`config.mk`:
```
export PLATFORM = sky130hd
export DESIGN_NAME = rx_data_buffer
export DESIGN_NICKNAME = d
export VERILOG_FILES = /design/src/rtl/usb_rx_pkg.sv /design/src/rtl/rx_buffer_mem.sv /design/src/rtl/rx_data_buffer.sv
export SDC_FILE = /design/constraint.sdc
export NUM_CORES = 1
export LEC_CHECK = 0
export CAP_MARGIN = 20
export CORE_MARGIN = 2
export CORE_UTILIZATION = 40
export CTS_CLUSTER_SIZE = 28
export DETAILED_ROUTE_END_ITERATION = 7
export SYNTH_ARGS = -nofsm -noshare
export SYNTH_HDL_FRONTEND = slang
export SYNTH_SLANG_ARGS = --single-unit
```
`constraint.sdc`:
```
create_clock -name clk -period 3 [get_ports clk]
set_clock_uncertainty 0.05 [all_clocks]
set_input_delay 0.45 -clock clk [delete_from_list [all_inputs] [get_ports clk]]
set_output_delay 0.45 -clock clk [all_outputs]
set_load 0.03 [all_outputs]
```
`src/rtl/usb_rx_pkg.sv`:
```
// Shared definitions for the USB receive path: packet-state encoding and
// default receive-buffer depth.
package usb_rx_pkg;

  localparam int RX_BUF_DEPTH_DEFAULT = 8;

  typedef enum logic [1:0] {
    PIDLE = 2'd0,
    PRCV  = 2'd1,
    PDONE = 2'd2,
    PERR  = 2'd3
  } pkt_state_e;

endpackage

```
`src/rtl/rx_buffer_mem.sv`:
```
// Receive-buffer storage: register array with one write port and a
// combinational read port. Contents are intentionally not reset.
module rx_buffer_mem
  import usb_rx_pkg::*;
#(
  parameter int DEPTH  = RX_BUF_DEPTH_DEFAULT,
  parameter int DATA_W = 8,
  parameter int AW     = $clog2(DEPTH)
) (
  input  logic              clk,
  input  logic              we_i,
  input  logic [AW-1:0]     waddr_i,
  input  logic [DATA_W-1:0] wdata_i,
  input  logic [AW-1:0]     raddr_i,
  output logic [DATA_W-1:0] rdata_o
);

  logic [DATA_W-1:0] mem_q [DEPTH];

  always_ff @(posedge clk) begin
    if (we_i) mem_q[waddr_i] <= wdata_i;
  end

  assign rdata_o = mem_q[raddr_i];

endmodule

```
`src/rtl/rx_data_buffer.sv`:
```
// Receive data buffer: first-word-fall-through circular byte FIFO with a
// packet-status FSM. Optional sticky overrun flag via RX_BUFFER_OVERRUN_DET_EN.
module rx_data_buffer
  import usb_rx_pkg::*;
#(
  parameter int DEPTH = RX_BUF_DEPTH_DEFAULT
) (
  input  logic                     clk,
  input  logic                     n_rst,
  input  logic                     w_enable,
  input  logic [7:0]               rcv_data,
  input  logic                     rcving,
  input  logic                     r_error,
  input  logic                     get_rx_data,
  input  logic                     flush,
  output logic [7:0]               rx_data,
  output logic [$clog2(DEPTH):0]   occupancy,
  output logic                     full,
  output logic                     empty,
  output logic                     pkt_done,
  output logic                     pkt_error,
  output logic                     overrun
);

  localparam int PW = $clog2(DEPTH);
  localparam int OW = PW + 1;

  logic [PW-1:0] rd_ptr_q, rd_ptr_d;
  logic [PW-1:0] wr_ptr_q, wr_ptr_d;
  logic [OW-1:0] occ_q, occ_d;
  pkt_state_e    state_q, state_d;
  logic          pkt_error_q, pkt_error_d;
  logic          rcving_q;
  logic [7:0]    head_byte;
  logic          pop, wr_acc, mem_we;
  logic          rcv_rise, rcv_fall;

  assign full   = (occ_q == OW'(DEPTH));
  assign empty  = (occ_q == '0);
  assign pop    = get_rx_data && !empty;
  // At full a write is only admitted if a pop frees the head slot this cycle.
  assign wr_acc = w_enable && (!full || get_rx_data);
  assign mem_we = wr_acc && !flush;

  rx_buffer_mem #(
    .DEPTH  (DEPTH),
    .DATA_W (8)
  ) u_mem (
    .clk     (clk),
    .we_i    (mem_we),
    .waddr_i (wr_ptr_q),
    .wdata_i (rcv_data),
    .raddr_i (rd_ptr_q),
    .rdata_o (head_byte)
  );

  assign rx_data   = empty ? 8'h00 : head_byte;
  assign occupancy = occ_q;

  always_comb begin
    rd_ptr_d = rd_ptr_q;
    wr_ptr_d = wr_ptr_q;
    occ_d    = occ_q;
    if (flush) begin
      rd_ptr_d = '0;
      wr_ptr_d = '0;
      occ_d    = '0;
    end else begin
      if (pop)    rd_ptr_d = (rd_ptr_q == PW'(DEPTH - 1)) ? '0 : rd_ptr_q + PW'(1);
      if (wr_acc) wr_ptr_d = (wr_ptr_q == PW'(DEPTH - 1)) ? '0 : wr_ptr_q + PW'(1);
      case ({wr_acc, pop})
        2'b10:   occ_d = occ_q + OW'(1);
        2'b01:   occ_d = occ_q - OW'(1);
        default: occ_d = occ_q;
      endcase
    end
  end

  assign rcv_rise = rcving && !rcving_q;
  assign rcv_fall = !rcving && rcving_q;

  always_comb begin
    state_d = state_q;
    case (state_q)
      PIDLE:   if (rcv_rise) state_d = PRCV;
      PRCV: begin
        if (r_error)       state_d = PERR;
        else if (rcv_fall) state_d = PDONE;
      end
      PDONE:   state_d = PIDLE;
      PERR:    if (rcv_rise) state_d = PRCV;
      default: state_d = PIDLE;
    endcase
    if (flush) state_d = PIDLE;
  end

  // Error is raised on entering PERR and withdrawn when the next packet starts.
  always_comb begin
    pkt_error_d = pkt_error_q;
    if (flush)                                 pkt_error_d = 1'b0;
    else if (state_d == PERR && state_q != PERR) pkt_error_d = 1'b1;
    else if (rcv_rise)                         pkt_error_d = 1'b0;
  end

  always_ff @(posedge clk or negedge n_rst) begin
    if (!n_rst) begin
      rd_ptr_q    <= '0;
      wr_ptr_q    <= '0;
      occ_q       <= '0;
      state_q     <= PIDLE;
      pkt_error_q <= 1'b0;
      rcving_q    <= 1'b0;
    end else begin
      rd_ptr_q    <= rd_ptr_d;
      wr_ptr_q    <= wr_ptr_d;
      occ_q       <= occ_d;
      state_q     <= state_d;
      pkt_error_q <= pkt_error_d;
      rcving_q    <= rcving;
    end
  end

  assign pkt_done  = (state_q == PDONE);
  assign pkt_error = pkt_error_q;

`ifdef RX_BUFFER_OVERRUN_DET_EN
  logic overrun_q;
  logic drop;

  assign drop = w_enable && full && !get_rx_data;

  always_ff @(posedge clk or negedge n_rst) begin
    if (!n_rst)     overrun_q <= 1'b0;
    else if (flush) overrun_q <= 1'b0;
    else if (drop)  overrun_q <= 1'b1;
  end

  assign overrun = overrun_q;
`else
  assign overrun = 1'b0;
`endif

endmodule
```
==> results of run 1 <==
-- cells in the final DEF (no fill, tap or decap), drive strengths merged, types with 3 or more instances in the layout --
| master | netlist | final |
|---|---|---|
| buf | 9 | 13 |
| dfrtp | 14 | 14 |
| nor2 | 22 | 22 |
| inv | 6 | 7 |
| edfxtp | 64 | 64 |
| o21ai | 6 | 6 |
| mux4 | 16 | 16 |
| clkinv | 0 | 3 |
| mux2i | 12 | 12 |
| clkbuf | 3 | 9 |
| clkdlybuf4s50 | 0 | 29 |
| a21oi | 5 | 5 |
| bufinv | 0 | 3 |
| nor2b | 3 | 3 |
| nand2 | 4 | 4 |
| nor3 | 6 | 6 |
| ha | 9 | 9 |
-- timing repair --
item	CTS	global route
setup buffers	0	0
gates resized for setup	1	0
hold buffers	0	0
endpoints found under the setup margin	3	0
-- per-stage QoR --
| step | hold slack (ns) | worst slack [ns] |
|---|---|---|
| 6_report | 0.448 | 0.223 |
| 5_1_grt | 0.507 | 0.0837 |
| 4_1_cts | 0.466 | 0.176 |
| 3_5_place_dp | 0.582 | 0.355 |
| 3_3_place_gp | 0.565 | 0.384 |
| 2_1_floorplan | 0.104 | 0.315 |
-- logic make-up after synthesis --
kind of cell,Yosys count,synth area share (%)
flops,78,66.3
simple gates,49,7.63
mux,29,14.3
compound gates,21,4.97
buf+inv,18,2.59
fa+ha+maj,9,3.29
xor+xnor,3,0.767
other cells,1,0.109
-- power groups by stage --
stage	Combinational, mW	Sequential [mW]	Clock [mW]
after floorplan	0.678	1.31	0
after global placement	1.02	1.32	0
after detailed placement	1.03	1.33	0
after CTS	1.04	1.30	0.959
after global routing	1.11	1.31	1.00
final	1.02	1.30	0.940
-- final cells by class --
type | instances | area, sq um
timing repair buffer | 42 | 400
clock inverter | 7 | 120
inverter | 6 | 22.5
multi-input combinational | 112 | 1080
fill | 725 | 4110
tap | 105 | 131
clock buffer | 9 | 124
sequential | 78 | 2270
-- routing by layer --
metal	GRT usage [%]	vias to the layer above	wire, um
met5	0	-	0
met2	22.5	22	2980
met3	3.03	7	128
li1	-	885	-
met4	6.34	0	78
met1	22.8	937	3170
-- registers in the layout, indices dropped and copies added (netlist names) --
register and flops:
u_mem.mem_q 64, rd_ptr_q 3, pkt_error 1, rcving_q 1
wr_ptr_q 3, state_q 2, occupancy 4
-- Yosys cell counts (2+ instances only) --
cell / n
sky130_fd_sc_hd__mux2i_1: 12
sky130_fd_sc_hd__or3_1: 2
sky130_fd_sc_hd__dfrtp_1: 14
sky130_fd_sc_hd__nand2_1: 4
sky130_fd_sc_hd__clkbuf_1: 3
sky130_fd_sc_hd__inv_1: 6
sky130_fd_sc_hd__buf_2: 5
sky130_fd_sc_hd__nor3_1: 6
sky130_fd_sc_hd__nor2_1: 22
sky130_fd_sc_hd__nor2b_1: 3
sky130_fd_sc_hd__a21oi_1: 5
sky130_fd_sc_hd__o21ai_0: 3
sky130_fd_sc_hd__mux4_2: 16
sky130_fd_sc_hd__nand3b_1: 2
sky130_fd_sc_hd__ha_1: 9
sky130_fd_sc_hd__o21ai_1: 2
sky130_fd_sc_hd__edfxtp_1: 64
sky130_fd_sc_hd__buf_4: 2
sky130_fd_sc_hd__nand2b_1: 2
sky130_fd_sc_hd__xnor2_1: 2
-- path summary, 6_finish.rpt --
path	end	slack [ns]	cells after the start
max in group asynchronous	rd_ptr_q[1]$_DFFE_PN0P_	1.99	1
worst max register to register	occupancy[3]$_DFFE_PN0P_	0.61	7
worst max-delay path	rx_data[3]	0.22	5
min in group clk	rcving_q$_DFF_PN0_	0.58	1
worst min register to register	wr_ptr_q[0]$_DFFE_PN0P_	0.59	2
worst min-delay path	rcving_q$_DFF_PN0_	0.45	1
-- critical path, stage by stage, from the launching register on --
cell and delay [ns]:
sky130_fd_sc_hd__dfrtp_1 0.38, sky130_fd_sc_hd__buf_12 0.20, sky130_fd_sc_hd__mux4_2 0.51, sky130_fd_sc_hd__mux2i_1 0.19, sky130_fd_sc_hd__nor2_1 0.06, sky130_fd_sc_hd__clkdlybuf4s50_1 0.59
==> impl_metrics.ini, run 1 <==
[outcome]
outcome = completed

[detailed_routing]
totalWireLength_um = 6350
drt-vias-per-instance = 5.16
via_count = 1851
drt_pass1_iterations = 5
wl_per_cell_um = 17.7
violation_count_after_the_first_detailed_routing_iteration = 105
antenna_left = 0
drcViolationCount = 0

[global_routing]
grt_pass1_vias = 1837
grt_usage_pct = 15.4
grt_start_max_net_pins = 20
antenna_found_initial = 0
grt_remaining_overflow = 0
grt_first_pass_wirelength_um = 10000

[power]
pwr-share-comb_pct = 31.2
clkPwrFrac_pct = 28.8
seq_power_share_pct = 40.0
power_leakage_nw = 1.44
internal-power_mw = 2.26
net-switching-power_mw = 0.997
peakVddDrop_mv = 0.273
design_power_total_mw = 3.26
sw_frac_of_total_pct = 30.6
power-per-cell-area_mw_per_mm2 = 785

[clock_tree]
clock_insertion_delay_worst_skew_ns = 0.34
clockBufferDepth = 2
level_count_of_the_clock_h_tree = 3
clk_pin_slew_ns = 0.08
cts-root-buf = sky130_fd_sc_hd__clkbuf_8
tritoncts = yes
cts.sinks = 78
numCtsBuffers = 9

[yosys]
synth_enable_flop_cells = 64
netlist-cell-type-count = 44
synthesis.yosys.warnings = 0
dominantRegCellSynth = sky130_fd_sc_hd__edfxtp_1
postSynthAreaPerCell_sq_um = 16.5
synthesis_stage_register_bit_count = 78
synth-seq-area-share_pct = 66.3
mappedNetlistNets = 232
synth_largest_area_cell = sky130_fd_sc_hd__edfxtp_1
yosys.area.top_type_share_pct = 56.1
ys_top_cells_by_area = sky130_fd_sc_hd__edfxtp_1 56%, sky130_fd_sc_hd__mux4_2 11%, sky130_fd_sc_hd__dfrtp_1 10%
asyncSetResetFlopFracSynth_pct = 17.9
synth_cells = 208
syn-cell-area_sq_mm = 0.00343

[layout]
syn_to_final_growth_pct = 21.1
layout.cells.non_filler = 359
final_cell_utilization_of_the_core_pct = 50.3
finalInstanceArea_sq_mm = 0.00415
fin_nets = 273
proportion_of_layout_cells_with_a_drive_suffix_above_1_pct = 20.9
antenna_cells = 0

[place]
numPortBuffers = 30
place_area_sq_mm = 0.00391
gpl.final_weighted_congestion = 0.739
place_hpwl_um = 3950
placed_insts = 343

[timing]
worst_slew_margin_rel_pct = 39.6
grt_setup_unrepaired = false
final_hold_viol_count = 0
clock.fmax_ghz = 0.360
tightest_slew_ns = 0.903
finalWorstPathRequiredPeriod_ns = 2.78
final-max-slew-violation-count = 0
post-route-period-util_pct = 92.6
final_number_of_setup_violating_endpoints = 0
totalNegativeSetupSlack_ns = 0

[critical_path]
reg2reg_from = occupancy[1]$_DFFE_PN0P_
worstPathMaxFanout = 19
crit_path_end_kind = output pin
critical_path_class = flip-flop to output pin
critPathArrivalTime_ns = 2.28
critPathLaunchType = flip-flop
worst-endpoint-required_ns = 2.50
critPathLaunch = rd_ptr_q[0]$_DFFE_PN0P_

[floorplan]
core-area_sq_mm = 0.00826
initial_utilization_pct = 41.5
io_pins = 32
chipWidth_um = 96.6
dieArea_sq_mm = 0.00932
floorplan.rows = 33
floorplan.die.height_um = 96.6

[flow_run]
cap_violations = 0

[hold_path]
worst_hold_path_type = input port to async pin
No activity file was read; power rests on OpenSTA's default activity.
==> inputs of run 2 (changes only) <==
==> constraint.sdc (replaced) <==
create_clock -name clk -period 3 [get_ports clk]
set_clock_uncertainty 0.05 [all_clocks]
set_input_delay 0.6 -clock clk [delete_from_list [all_inputs] [get_ports clk]]
set_output_delay 0.6 -clock clk [all_outputs]
set_load 0.005 [all_outputs]
==> impl_metrics.ini, run 2 (same netlist as run 1, synthesis figures left out) <==
[outcome]
outcome = completed

[timing]
worst_slew_margin_rel_pct = 55.4
grt_setup_unrepaired = false
final_hold_viol_count = 0
clock.fmax_ghz = 0.360
post-route-period-util_pct = 92.5
final_number_of_setup_violating_endpoints = 0
hold_ws_ns = 0.590
final-max-slew-violation-count = 0
finalWorstPathRequiredPeriod_ns = 2.77
tightest_slew_ns = 0.666
totalNegativeSetupSlack_ns = 0
setup_ws_ns = 0.225

[detailed_routing]
drt_pass1_iterations = 4
totalWireLength_um = 6310
violation_count_after_the_first_detailed_routing_iteration = 113
drt-vias-per-instance = 5.17
antenna_left = 0
via_count = 1867
drcViolationCount = 0
wl_per_cell_um = 17.5

[place]
placed_insts = 346
place_hpwl_um = 3970
numPortBuffers = 30
gpl.final_weighted_congestion = 0.766
place_worst_setup_slack_ns = 0.427

[global_routing]
grt_pass1_vias = 1769
grt_first_pass_wirelength_um = 9760
grt_remaining_overflow = 0
antenna_found_initial = 0
grt_usage_pct = 15.0
grt_start_max_net_pins = 20

[power]
peakVddDrop_mv = 0.233
power-per-cell-area_mw_per_mm2 = 701
power_leakage_nw = 1.43
design_power_total_mw = 2.89

[critical_path]
critPathArrivalTime_ns = 2.12
reg2reg_from = occupancy[1]$_DFFE_PN0P_
worst-endpoint-required_ns = 2.35
r2r_end = occupancy[3]$_DFFE_PN0P_
critPathLaunchType = flip-flop
reg2reg_slack_ns = 0.63
crit_path_end_kind = output pin
worstPathMaxFanout = 19
critical_path_class = flip-flop to output pin
rr_worst_depth = 8

[layout]
mostFrequentLayoutCells = 64 x sky130_fd_sc_hd__edfxtp_1, 30 x sky130_fd_sc_hd__clkdlybuf4s50_1, 22 x sky130_fd_sc_hd__nor2_1
mostFrequentLayoutCell = sky130_fd_sc_hd__edfxtp_1
nFillCells = 745
fin_nets = 276
regArea_sq_mm = 0.00227
antenna_cells = 0
layout.cells.non_filler = 361
largest_reg_flops = 64
proportion_of_layout_cells_with_a_drive_suffix_above_1_pct = 21.1
multi_input_area_sq_mm = 0.00108
max_flop_register = u_mem.mem_q
syn_to_final_growth_pct = 20.2

[hold_path]
worst_hold_path.num_cells = 2
timing.hold.worst.start = wr_ptr_q[0]$_DFFE_PN0P_
worst_hold_path_type = flip-flop to flip-flop
hold_end = wr_ptr_q[0]$_DFFE_PN0P_

[floorplan]
floorplan.die.height_um = 96.6
floorplan.rows = 33
initial_utilization_pct = 41.5
io_pins = 32
core-area_sq_mm = 0.00826
dieArea_sq_mm = 0.00932
chipWidth_um = 96.6

[clock_tree]
numCtsBuffers = 9
cts-root-buf = sky130_fd_sc_hd__clkbuf_8
cts.sinks = 78
cts_resized = 0
tritoncts = yes
clock_insertion_delay_worst_skew_ns = 0.33
hold_buffers = 0
postCtsSetupRepairBufs = 0
clockBufferDepth = 2
level_count_of_the_clock_h_tree = 3
clk_pin_slew_ns = 0.07

[flow_run]
cap_violations = 0
[run 2: cell types whose count changed in the layout (fill, tap and decap cells not counted)]
cell                              delta
sky130_fd_sc_hd__clkinv_4            -1
sky130_fd_sc_hd__bufinv_16           -2
sky130_fd_sc_hd__dfrtp_1             +1
sky130_fd_sc_hd__clkinvlp_4          +2
sky130_fd_sc_hd__dfrtp_2             -1
sky130_fd_sc_hd__inv_6               -1
sky130_fd_sc_hd__clkdlybuf4s50_1     +1
sky130_fd_sc_hd__clkinv_1            -1
sky130_fd_sc_hd__clkinv_2            +2
sky130_fd_sc_hd__buf_4               +2
[run 2: worst max path at each step]
| stage | to | from | depth (start not counted) | slack (ns) |
|---|---|---|---|---|
| after floorplan | occupancy[3]$_DFFE_PN0P_ | occupancy[0]$_DFFE_PN0P_ | 9 | 0.58 |
| after global placement | occupancy[3]$_DFFE_PN0P_ | w_enable | 8 | 0.47 |
| after detailed placement | occupancy[3]$_DFFE_PN0P_ | w_enable | 8 | 0.43 |
| after CTS | rx_data[3] | rd_ptr_q[0]$_DFFE_PN0P_ | 5 | 0.18 |
| after global routing | rx_data[3] | rd_ptr_q[0]$_DFFE_PN0P_ | 5 | 0.06 |
| final | rx_data[3] | rd_ptr_q[0]$_DFFE_PN0P_ | 5 | 0.23 |
[run 2: critical path, stage by stage (launching register included)]
cell	delay [ns]
sky130_fd_sc_hd__dfrtp_1	0.37
sky130_fd_sc_hd__buf_12	0.19
sky130_fd_sc_hd__mux4_2	0.51
sky130_fd_sc_hd__mux2i_1	0.21
sky130_fd_sc_hd__nor2_1	0.06
sky130_fd_sc_hd__clkdlybuf4s50_1	0.44
[run 2: layer usage]
metal  GRT usage (%)  part of all wire (%)  vias to the layer above
li1                -                     -                      890
met1            21.2                    46                      943
met2            23.3                    50                       26
met3            2.33                   2.3                        8
met4            6.69                   1.4                        0
met5               0                     0                        -
[run 2: area by class of cell]
| type | count | share of cell area (%) |
|---|---|---|
| multi-input combinational | 112 | 26.2 |
| clock buffer | 9 | 3.01 |
| tap | 105 | 3.19 |
| inverter | 6 | 0.547 |
| timing repair buffer | 45 | 10.3 |
| clock inverter | 6 | 1.55 |
| sequential | 78 | 55.2 |
[run 2: report_power, final]
part | internal, mW | leakage, nW | switching, mW
Clock | 0.378 | 0.0911 | 0.366
Sequential | 1.22 | 0.766 | 0.0678
Combinational | 0.491 | 0.571 | 0.365
[run 2: stage by stage]
stage | util (%) | instance area [sq um]
3_5_place_dp | 47.6 | 3930
3_3_place_gp | 47.6 | 3930
4_1_cts | 49.9 | 4120
2_1_floorplan | - | 3430
6_report | 49.9 | 4120
5_1_grt | 49.9 | 4120
